==> src/rtl/ps2_keycode_rx.sv <==
// PS/2 keyboard receiver: synchronizes, glitch-filters and deframes 11-bit device frames.
// Latency: keycode/valid update 2 CLK cycles after the fall strobe of the stop bit.
// Backpressure: none; the PS/2 device is free-running and every accepted byte is strobed once.
module ps2_keycode_rx #(
  parameter int FILTER_LEN = 8,
  parameter int TIMEOUT    = 100000
) (
  input  logic       CLK,
  input  logic       rst_n,
  input  logic       PS2Clk,
  input  logic       PS2Data,
  output logic [7:0] keycode,
  output logic       idle,
  output logic       valid,
  output logic       break_flag,
  output logic       frame_err
);

  localparam int FW = $clog2(FILTER_LEN + 1);
  localparam int TW = $clog2(TIMEOUT + 1);

  typedef enum logic [1:0] {
    IDLE  = 2'd0,
    RECV  = 2'd1,
    CHECK = 2'd2
  } state_t;

  // Synchronizer and filter state
  logic          clk_s1_q, clk_s2_q;
  logic          dat_s1_q, dat_s2_q;
  logic          filt_q, filt_d;
  logic [FW-1:0] fcnt_q, fcnt_d;
  logic          fall;

  // Deframer state
  state_t        state_q, state_d;
  logic [3:0]    bcnt_q, bcnt_d;
  logic [9:0]    sh_q, sh_d;
  logic [TW-1:0] tmo_q, tmo_d;
  logic [7:0]    key_q, key_d;
  logic          brk_q, brk_d;
  logic          f0_q, f0_d;
  logic          valid_q, valid_d;
  logic          err_q, err_d;

  // Two-flop synchronizers; lines idle high so they reset to 1
  always_ff @(posedge CLK or negedge rst_n) begin
    if (!rst_n) begin
      clk_s1_q <= 1'b1;
      clk_s2_q <= 1'b1;
      dat_s1_q <= 1'b1;
      dat_s2_q <= 1'b1;
    end else begin
      clk_s1_q <= PS2Clk;
      clk_s2_q <= clk_s1_q;
      dat_s1_q <= PS2Data;
      dat_s2_q <= dat_s1_q;
    end
  end

  // Glitch filter: follow the synced clock only after FILTER_LEN consecutive differing samples
  always_comb begin
    filt_d = filt_q;
    fcnt_d = '0;
    if (clk_s2_q != filt_q) begin
      if (fcnt_q == FW'(FILTER_LEN - 1)) begin
        filt_d = clk_s2_q;
      end else begin
        fcnt_d = fcnt_q + 1'b1;
      end
    end
  end

  // Fall strobe coincides with the cycle the filtered clock switches 1->0
  assign fall = filt_q & ~filt_d;

  // Filter registers
  always_ff @(posedge CLK or negedge rst_n) begin
    if (!rst_n) begin
      filt_q <= 1'b1;
      fcnt_q <= '0;
    end else begin
      filt_q <= filt_d;
      fcnt_q <= fcnt_d;
    end
  end

  // Deframer next-state, shift/timeout datapath and registered strobes
  always_comb begin
    state_d = state_q;
    bcnt_d  = bcnt_q;
    sh_d    = sh_q;
    tmo_d   = tmo_q;
    key_d   = key_q;
    brk_d   = brk_q;
    f0_d    = f0_q;
    valid_d = 1'b0;
    err_d   = 1'b0;
    unique case (state_q)
      IDLE: begin
        // Only a low data bit on a fall is a start bit
        if (fall && !dat_s2_q) begin
          state_d = RECV;
          bcnt_d  = '0;
          tmo_d   = '0;
          sh_d    = '0;
        end
      end
      RECV: begin
        // A fall takes priority over a simultaneous timeout expiry
        if (fall) begin
          sh_d  = {dat_s2_q, sh_q[9:1]};
          tmo_d = '0;
          if (bcnt_q == 4'd9) begin
            state_d = CHECK;
          end else begin
            bcnt_d = bcnt_q + 4'd1;
          end
        end else if (tmo_q == TW'(TIMEOUT)) begin
          state_d = IDLE;
          err_d   = 1'b1;
        end else begin
          tmo_d = tmo_q + 1'b1;
        end
      end
      CHECK: begin
        // sh_q = {stop, parity, data[7:0]}; odd parity over data+parity
        state_d = IDLE;
        if (sh_q[9] && (^sh_q[8:0])) begin
          if (sh_q[7:0] == 8'hF0) begin
            f0_d = 1'b1;
          end else begin
            key_d   = sh_q[7:0];
            brk_d   = f0_q;
            f0_d    = 1'b0;
            valid_d = 1'b1;
          end
        end else begin
          err_d = 1'b1;
        end
      end
      default: state_d = IDLE;
    endcase
  end

  // Deframer registers
  always_ff @(posedge CLK or negedge rst_n) begin
    if (!rst_n) begin
      state_q <= IDLE;
      bcnt_q  <= '0;
      sh_q    <= '0;
      tmo_q   <= '0;
      key_q   <= 8'h00;
      brk_q   <= 1'b0;
      f0_q    <= 1'b0;
      valid_q <= 1'b0;
      err_q   <= 1'b0;
    end else begin
      state_q <= state_d;
      bcnt_q  <= bcnt_d;
      sh_q    <= sh_d;
      tmo_q   <= tmo_d;
      key_q   <= key_d;
      brk_q   <= brk_d;
      f0_q    <= f0_d;
      valid_q <= valid_d;
      err_q   <= err_d;
    end
  end

  assign keycode    = key_q;
  assign idle       = (state_q == IDLE);
  assign valid      = valid_q;
  assign break_flag = brk_q;
  assign frame_err  = err_q;

endmodule
==> config.mk <==
export PLATFORM = sky130hd
export DESIGN_NAME = ps2_keycode_rx
export DESIGN_NICKNAME = d
export VERILOG_FILES = /design/src/rtl/ps2_keycode_rx.sv
export SDC_FILE = /design/constraint.sdc
export NUM_CORES = 1
export LEC_CHECK = 0
export BUFFER_PORTS_ARGS = -buffer_cell sky130_fd_sc_hd__buf_2
export CAP_MARGIN = 25
export CORE_MARGIN = 2
export CORE_UTILIZATION = 47
export CTS_CLUSTER_SIZE = 10
export DETAILED_ROUTE_END_ITERATION = 16
export GPL_ROUTABILITY_DRIVEN = 1
export GPL_TIMING_DRIVEN = 0
export SLEW_MARGIN = 10
export SYNTH_ARGS = -nofsm -noshare
export SYNTH_HDL_FRONTEND = slang
export SYNTH_SLANG_ARGS = --single-unit
==> constraint.sdc <==
create_clock -name CLK -period 4.6 [get_ports CLK]
set_clock_uncertainty 0.05 [all_clocks]
set_input_delay 0.23 -clock CLK [delete_from_list [all_inputs] [get_ports CLK]]
set_output_delay 0.23 -clock CLK [all_outputs]
set_load 0.05 [all_outputs]
==> results of run 1 <==
metrics by stage:
stage | hold WS (ps) | total power [mW] | setup slack, ps
6_report | 311.2 | 0.8805 | 2346
5_1_grt | 313.9 | 0.9183 | 2036
4_1_cts | 313.1 | 0.8932 | 2350
3_5_place_dp | 261.1 | 0.5724 | 2379
3_3_place_gp | 285.0 | 0.5700 | 2314
2_1_floorplan | -115.6 | 0.5501 | 2409
routing by layer:
metal  GRT usage [%]  part of all wire [%]  vias up
li1                -                     -      992
met1           28.74                    53      942
met2           26.89                    43       22
met3           3.054                   2.3        6
met4           5.690                   1.2        0
met5               0                     0        -
sequential cells by signal, summed over array words and instances (netlist names):
| register | cells |
|---|---|
| bcnt_q | 4 |
| break_flag | 1 |
| clk_s1_q | 1 |
| clk_s2_q | 1 |
| dat_s1_q | 1 |
| dat_s2_q | 1 |
| f0_q | 1 |
| fcnt_q | 4 |
| filt_q | 1 |
| frame_err | 1 |
| keycode | 8 |
| sh_q | 10 |
| state_q | 2 |
| tmo_q | 17 |
| valid | 1 |
critical path, cell delays in order (launching register included):
cell and delay [ps]:
dfrtp_1 390, inv_1 120, ha_1 200, buf_2 220, clkinv_1 320, a21oi_1 530, o21ai_0 170, a31oi_1 190
logic make-up (layout without fill, tap and decap cells):
logic type,after synthesis,in the layout
DFF,54,54
adders and majority gates,12,12
muxes,11,11
buffers and inverters,21,48
xor gates and xnor gates,6,6
and+or+nand+nor,81,81
AOI/OAI and AO/OA,63,63
how the worst max path moves through the flow:
| stage | start | to | slack (ps) | cells after the start |
|---|---|---|---|---|
| final | state_q[1] | tmo_q[8] | 2350 | 7 |
| after global routing | state_q[1] | tmo_q[8] | 2040 | 7 |
| after CTS | state_q[1] | tmo_q[8] | 2350 | 7 |
| after detailed placement | state_q[1] | tmo_q[8] | 2380 | 7 |
| after global placement | state_q[1] | tmo_q[8] | 2310 | 7 |
| after floorplan | state_q[0] | tmo_q[13] | 2410 | 7 |
cell usage after synthesis, drive strengths merged, types with 4 or more instances:
cell type / count / area share (%)
a21oi: 14 / 2.6
a22o: 8 / 2.6
a31oi: 11 / 2.6
buf: 6 / 1.4
dfrtp: 49 / 46
dfstp: 5 / 4.9
ha: 12 / 5.6
inv: 12 / 1.7
mux2: 9 / 3.8
nand2: 17 / 2.4
nand3: 11 / 2.0
nand4: 7 / 1.9
nor2: 8 / 1.1
nor3: 4 / 0.75
o21ai: 11 / 2.2
o31ai: 5 / 1.4
o32ai: 4 / 1.3
or3: 5 / 1.2
xnor2: 4 / 1.6
timing repair:
action | 4_1_cts | 5_1_grt
endpoints found under the setup margin | 0 | 0
gates resized for setup | 0 | 0
hold buffers | 3 | 0
endpoints found under the hold margin | 31 | 0
power by group through the flow:
stage / registers [mW] / logic [mW] / clock network, mW
2_1_floorplan: 0.515 / 0.0354 / 0
3_3_place_gp: 0.517 / 0.0530 / 0
3_5_place_dp: 0.517 / 0.0552 / 0
4_1_cts: 0.508 / 0.0579 / 0.327
5_1_grt: 0.511 / 0.0645 / 0.343
6_report: 0.508 / 0.0562 / 0.316
cell type report:
type,instances,area [um^2],area share [%]
flip-flops and latches,54,1358,45.08
multi-input cells,173,1236,41.05
repair buffers,19,125.1,4.155
well taps,72,90.09,2.991
clock buffers,6,72.57,2.410
inverters,13,48.80,1.620
plain buffers,8,43.79,1.454
clock inverters,2,37.54,1.246
==> results.toml, run 1 <==
[status]
outcome = "complete, no violations"

[cts]
h-tree-depth = 2
clkLatencyLatePin_ps = 310
cts-root-buf = "clkbuf_8"
cts-buffers-inserted = 5
cts_setup_buffers = 0
clk_pin_slew_ps = 90
cts_buffer_depth = 2
cts_tree = "yes"
clock_sinks = 54

[synthesis]
syn_nets = 264
synth_fa_ha_area_share_pct = 5.589
synth_cell_type_count = 49
synth_top_family_by_area = "simple AND/OR/NAND/NOR gates"
postSynthAreaPerCell_um2 = 10.83
synth_compound_area_share_pct = 15.79
synth-seq-cells = 54
synthSimpleGateAreaFrac_pct = 17.37
ys_seq_area_share_pct = 50.54
synth-main-ff-cell = "dfrtp_1"
syn_inst = 248
syn_area_mm2 = 0.002686
synthMuxAreaShare_pct = 4.518
synth_xor_xnor_area_share_pct = 2.748
async_reset_ff_share_pct = 100.0
synth_edf_count = 0
ys_warn_count = 0

[global_routing]
grtUsageTotal_pct = 18.70
antenna_found_initial = 0
grt_max_degree = 31
grt_pass1_wl_um = 9321
grt_pass1_vias = 1882
overflow = 0

[route]
drt_iter0_drc = 72
post_drt_wl_per_cell_um = 14.94
postRouteAntennaNets = 0
routed_wl_um = 5183
vias = 1962
firstDrtPassIters = 4
vias_per_cell = 5.654
drc_errors = 0

[timing]
fin_setup_tns_ps = 0
relSlewSlack_pct = 53.77
period_share_pct = 49.00
hold_violations = 0
fmax_ghz = 0.4436
worst_pin_slew_ps = 693.5
finalMaxSlewViolations = 0
period_needed_ps = 2254
grt_setup_unrepaired = "no"
setup_violations = 0

[cells_and_area]
final_util_pct = 54.69
antenna_cells = 0
final_cell_area_mm2 = 0.003012
nets = 290
fill_cells = 473
final_cells = 347
drive_above_1_share_pct = 18.18
area_growth_pct = 12.11
mostFrequentLayoutCells = "49 x dfrtp_1, 20 x buf_2, 17 x nand2_1"
final_common_cell = "dfrtp_1"

[critical_path]
r2r-start = "state_q[1]"
rr_worst_depth = 7
r2r-end = "tmo_q[8]"
cp.required_ps = 4780
cp.arrival_ps = 2440
path_class = "reg2reg"
rrSetupSlack_ps = 2350
end_kind = "flip-flop"
cp-start-kind = "flip-flop"
crit_path_max_fanout = 10

[pwr]
netSwitchingFraction_pct = 22.76
pwr-share-comb_pct = 6.4
seqPwrFrac_pct = 57.7
p_int_uw = 680.1
ir_drop_v = 0.0001811
total_leakage_power_nw = 1.361
power_density_mw_per_mm2 = 292.4
p_sw_uw = 200.4
p_clk_share_pct = 35.9

[floorplan]
die_w_um = 79.60
start_util_pct = 48.78
io_pins = 16
dieArea_mm2 = 0.006336
die_y_um = 79.60
row_count = 27
core_area_mm2 = 0.005507

[hold_path]
hold_path_end = "clk_s2_q"
hp-class = "reg2reg"
min_from = "clk_s1_q"
min_path_cells = 0

[place]
portBuffers = 15
gp_congestion = 0.8207
hpwl_um = 3742
placed_area_mm2 = 0.002872
place_inst = 336

[run]
maxCapViolations = 0
No activity file was read; power rests on OpenSTA's default activity.
==> run 2, diff against run 1 <==
==> constraint.sdc (replaced) <==
create_clock -name CLK -period 2.1 [get_ports CLK]
set_clock_uncertainty 0.05 [all_clocks]
set_input_delay 0.105 -clock CLK [delete_from_list [all_inputs] [get_ports CLK]]
set_output_delay 0.105 -clock CLK [all_outputs]
set_load 0.05 [all_outputs]
==> run 2 against run 1 <==
  * First-iteration DRC count is 24% higher
  * Combinational power up 130%
  * Critical path depth decreased by 2
  * Sequential share of layout area shrank 1.8 points
  * Total power rose by 110%
  * Via count rose by 3.6%
  * Fmax up 8.2%
  * Die area unchanged
  * Global-route usage fell by 0.061 points
==> results.toml, run 2 (synthesis gave the netlist of run 1 again) <==
[timing]
finalMaxSlewViolations = 0
grt_setup_unrepaired = "yes"
relSlewSlack_pct = 64.78
hold_ws_ps = 245.6
hold_violations = 0
setup_slack_ps = 16.72
period_needed_ps = 2083
fin_setup_tns_ps = 0
fmax_ghz = 0.4800
period_share_pct = 99.20
worst_pin_slew_ps = 528.2
setup_violations = 0

[cells_and_area]
final_util_pct = 56.96
largest_reg_flops = 17
final_cell_area_mm2 = 0.003137
final_common_cell = "dfrtp_1"
final_cells = 352
fill_cells = 468
area_growth_pct = 16.77
regMostFlops = "tmo_q"
nets = 295
mostFrequentLayoutCells = "49 x dfrtp_1, 19 x buf_2, 17 x nand2_1"
drive_above_1_share_pct = 25.71
antenna_cells = 0

[critical_path]
cp.arrival_ps = 2230
cpPeakStageDelay_ps = 420
end_kind = "flip-flop"
rr_worst_depth = 5
rrSetupSlack_ps = 20
cp.required_ps = 2250
cp-start-kind = "flip-flop"
path_class = "reg2reg"
crit_path_max_fanout = 5
r2r-end = "keycode[1]"
r2r-start = "sh_q[4]"
cp_slowest_cell = "dfrtp_1"
critical_path_buf_inv_count = 0
cp_top_family = "XOR/XNOR gates"
crit_chain = "ha_1 -> xnor3_2 -> xnor2_4 -> nand4_4 -> mux2_2"

[cts]
clock_sinks = 54
h-tree-depth = 2
clkLatencyLatePin_ps = 310
cts-root-buf = "clkbuf_8"
clk_pin_slew_ps = 100
cts_tree = "yes"
cts_buffer_depth = 2
cts-buffers-inserted = 5

[global_routing]
overflow = 0
grt_pass1_wl_um = 9252
antenna_found_initial = 0
grtUsageTotal_pct = 18.64
grt_pass1_vias = 1950
grt_max_degree = 33

[route]
drc_errors = 0
vias = 2032
drt_iter0_drc = 89
routed_wl_um = 5370
post_drt_wl_per_cell_um = 15.26
vias_per_cell = 5.773
firstDrtPassIters = 4
postRouteAntennaNets = 0

[status]
outcome = "complete, no violations"

[floorplan]
dieArea_mm2 = 0.006336
die_w_um = 79.60
start_util_pct = 48.78
row_count = 27
core_area_mm2 = 0.005507
io_pins = 16
die_y_um = 79.60

[place]
gp_congestion = 0.8126
portBuffers = 15
place_inst = 336
placed_area_mm2 = 0.002874
hpwl_um = 3770
preCtsSetupSlack_ps = -165.4

[pwr]
ir_drop_v = 0.0005652
total_leakage_power_nw = 1.420
total_power_mw = 1.861
power_density_mw_per_mm2 = 593.4

[run]
maxCapViolations = 0

[hold_path]
hp-class = "in2async"
run 2: cell count changes in the layout (fill, tap and decap cells not counted), sizes merged:
| cell | before | now |
|---|---|---|
| inv | 12 | 13 |
| bufinv | 1 | 0 |
| buf | 22 | 26 |
| clkinvlp | 1 | 2 |
| nand4 | 7 | 8 |
| clkinv | 1 | 0 |
run 2: where the power goes:
group / leakage, nW / switching [mW] / internal (mW)
logic: 0.637 / 0.0778 / 0.0537
registers: 0.735 / 0.0291 / 1.08
clock network: 0.0478 / 0.345 / 0.272
run 2: timing repair:
item | in CTS | in global routing
setup buffers | 0 | 5
hold buffers | 3 | 0
hold endpoints to repair | 24 | 0
gates cloned | 0 | 1
endpoints found under the setup margin | 16 | 33
pin swaps | 1 | 1
gates resized for setup | 3 | 20
run 2: area by class of cell:
class	count	area, um^2	share of cell area, %
clock inverters	2	16.27	0.5185
plain buffers	7	46.29	1.476
inverters	13	52.55	1.675
well taps	72	90.09	2.872
repair buffers	24	162.7	5.185
multi-input cells	174	1329	42.36
flip-flops and latches	54	1358	43.28
clock buffers	6	82.58	2.633
run 2: worst max path at each step:
stage,to,depth (start not counted),from,slack [ps]
2_1_floorplan,tmo_q[13],7,state_q[0],80
3_3_place_gp,tmo_q[8],7,state_q[1],-180
3_5_place_dp,tmo_q[8],7,state_q[1],-170
4_1_cts,tmo_q[8],7,state_q[1],-8
5_1_grt,keycode[1],5,sh_q[4],-110
6_report,keycode[1],5,sh_q[4],20
run 2: per-layer routing:
layer	wire, um	global-route usage [%]	share of wire, %	vias to the layer above
li1	-	-	-	997
met1	2731	26.18	51	996
met2	2416	29.50	45	37
met3	205	3.733	3.8	2
met4	17	5.000	0.32	0
met5	0	0	0	-
==> run 3, diff against run 2 <==
--- a/config.mk
+++ b/config.mk
@@ -12,7 +12,6 @@
 export CTS_CLUSTER_SIZE = 10
 export DETAILED_ROUTE_END_ITERATION = 16
 export GPL_ROUTABILITY_DRIVEN = 1
-export GPL_TIMING_DRIVEN = 0
 export SLEW_MARGIN = 10
 export SYNTH_ARGS = -nofsm -noshare
 export SYNTH_HDL_FRONTEND = slang
==> run 3 against run 2 <==
  * Count of clock-buffer cells in the layout fell by 1
  * Global-route usage up 0.81 points
  * Sequential power hardly changed
  * Utilization decreased by 0.59 points
  * Critical path type unchanged
  * Non-clock buffer count increased by 3
  * Largest cell class unchanged
==> results.toml, run 3 (synthesis gave the netlist of run 1 again) <==
[critical_path]
rrSetupSlack_ps = 30
r2r-end = "break_flag"
crit_end = "break_flag"
crit_chain = "ha_1 -> xnor3_1 -> xnor2_2 -> nand4_2 -> buf_12 -> mux2_2"
cpPeakStageDelay_ps = 430
cp.required_ps = 2250
r2r-start = "sh_q[5]"
end_kind = "flip-flop"
rr_worst_depth = 6
cp-start-kind = "flip-flop"
cp.arrival_ps = 2230
path_class = "reg2reg"
startpoint = "sh_q[5]"
cp_slowest_cell = "dfrtp_1"
crit_path_max_fanout = 8

[timing]
period_share_pct = 98.74
setup_violations = 0
fmax_ghz = 0.4823
setup_slack_ps = 26.39
hold_violations = 0
period_needed_ps = 2074
relSlewSlack_pct = 66.12
worst_pin_slew_ps = 502.8
finalMaxSlewViolations = 0
grt_setup_unrepaired = "yes"
fin_setup_tns_ps = 0

[status]
outcome = "complete, no violations"

[run]
maxCapViolations = 0

[pwr]
netSwitchingFraction_pct = 23.76
ir_drop_v = 0.0006028
seqPwrFrac_pct = 56.6
p_clk_share_pct = 37.1
power_density_mw_per_mm2 = 633.6
total_leakage_power_nw = 1.412
p_int_mw = 1.499
p_sw_uw = 467.2
pwr-share-comb_pct = 6.3

[cells_and_area]
final_cells = 354
final_common_cell = "dfrtp_1"
nets = 297
antenna_cells = 0
regMostFlops = "tmo_q"
mostFrequentLayoutCells = "49 x dfrtp_1, 17 x nand2_1, 15 x buf_2"
area_growth_pct = 15.56
largest_reg_flops = 17
drive_above_1_share_pct = 21.99

[cts]
cts-root-buf = "clkbuf_8"
cts_buffer_depth = 2
cts_tree = "yes"
clk_pin_slew_ps = 110
clkLatencyLatePin_ps = 310
h-tree-depth = 2
clock_sinks = 54
cts-buffers-inserted = 5

[global_routing]
antenna_found_initial = 0
grt_max_degree = 55
grt_pass1_wl_um = 9556
overflow = 0
grt_pass1_vias = 2002
grtUsageTotal_pct = 19.45

[route]
postRouteAntennaNets = 0
vias = 2038
drt_iter0_drc = 92
firstDrtPassIters = 4
post_drt_wl_per_cell_um = 15.49
routed_wl_um = 5483
vias_per_cell = 5.757
drc_errors = 0

[place]
preCtsSetupSlack_ps = 34.35
gp_congestion = 0.8595
portBuffers = 15
hpwl_um = 3865
place_inst = 342

[floorplan]
die_w_um = 79.60
die_y_um = 79.60
row_count = 27
dieArea_mm2 = 0.006336
start_util_pct = 48.78
core_area_mm2 = 0.005507
io_pins = 16

[hold_path]
hp-class = "in2async"
-- run 3: cell count changes in the layout (fill, tap and decap cells not counted), moves of 2 or more --
cell | before | now
buf_4 | 5 | 14
a21oi_2 | 3 | 0
a21oi_1 | 10 | 14
inv_1 | 9 | 12
inv_2 | 3 | 0
ha_2 | 0 | 2
clkinvlp_4 | 2 | 0
buf_2 | 19 | 15
nand4_4 | 2 | 0
clkbuf_4 | 2 | 0
-- run 3: worst max-delay path: cells and delay by family, from the launching register on --
family	cells	cell delay, ps
flip-flops	1	430
AND/OR/NAND/NOR	1	150
buffers and inverters	1	180
multiplexers	1	260
adder cells (fa/ha/maj)	1	320
XOR/XNOR	2	580
-- run 3: area by class of cell --
type / instances / area [um^2]
multi-input combinational: 173 / 1241
clock buffer: 5 / 68.82
tap: 72 / 90.09
sequential: 54 / 1358
clock inverter: 3 / 47.55
inverter: 13 / 48.80
fill: 482 / 2402
timing repair buffer: 34 / 250.2
-- run 3: power by group through the flow --
stage	Sequential, mW	Clock (mW)	Combinational (mW)
after floorplan	1.13	0	0.0778
after global placement	1.13	0	0.122
after detailed placement	1.13	0	0.121
after CTS	1.11	0.754	0.127
after global routing	1.12	0.796	0.148
final	1.11	0.730	0.124
-- run 3: worst min path at each step --
stage	from	to	slack [ps]	depth (start not counted)
final	rst_n	sh_q[0]	260	3
after global routing	rst_n	sh_q[3]	310	3
after CTS	rst_n	sh_q[0]	270	3
after detailed placement	rst_n	keycode[4]	70	2
after global placement	rst_n	keycode[4]	80	2
after floorplan	rst_n	bcnt_q[0]	-240	0
-- run 3: stage by stage --
step | cell area, um^2 | hold WS, ps | power [mW] | util (%)
final | 3104 | 260.7 | 1.967 | 56.37
after global routing | 3104 | 306.5 | 2.064 | 56.37
after CTS | 3094 | 266.5 | 1.994 | 56.19
after detailed placement | 2948 | 73.68 | 1.254 | 53.53
after global placement | 2948 | 76.62 | 1.254 | 53.53
after floorplan | 2689 | -240.6 | 1.205 | -
-- run 3: what timing repair did --
action | 4_1_cts | 5_1_grt
setup buffers | 0 | 1
endpoints found under the hold margin | 56 | 0
hold buffers | 3 | 0
resized for setup | 0 | 1
endpoints found under the setup margin | 0 | 15
-- run 3: per-layer routing --
metal | wire, um | track usage, % | up-vias
li1 | - | - | 995
met3 | 207 | 3.394 | 7
met5 | 0 | 0 | -
met1 | 2704 | 27.65 | 996
met2 | 2499 | 30.50 | 40
met4 | 72 | 5.690 | 0
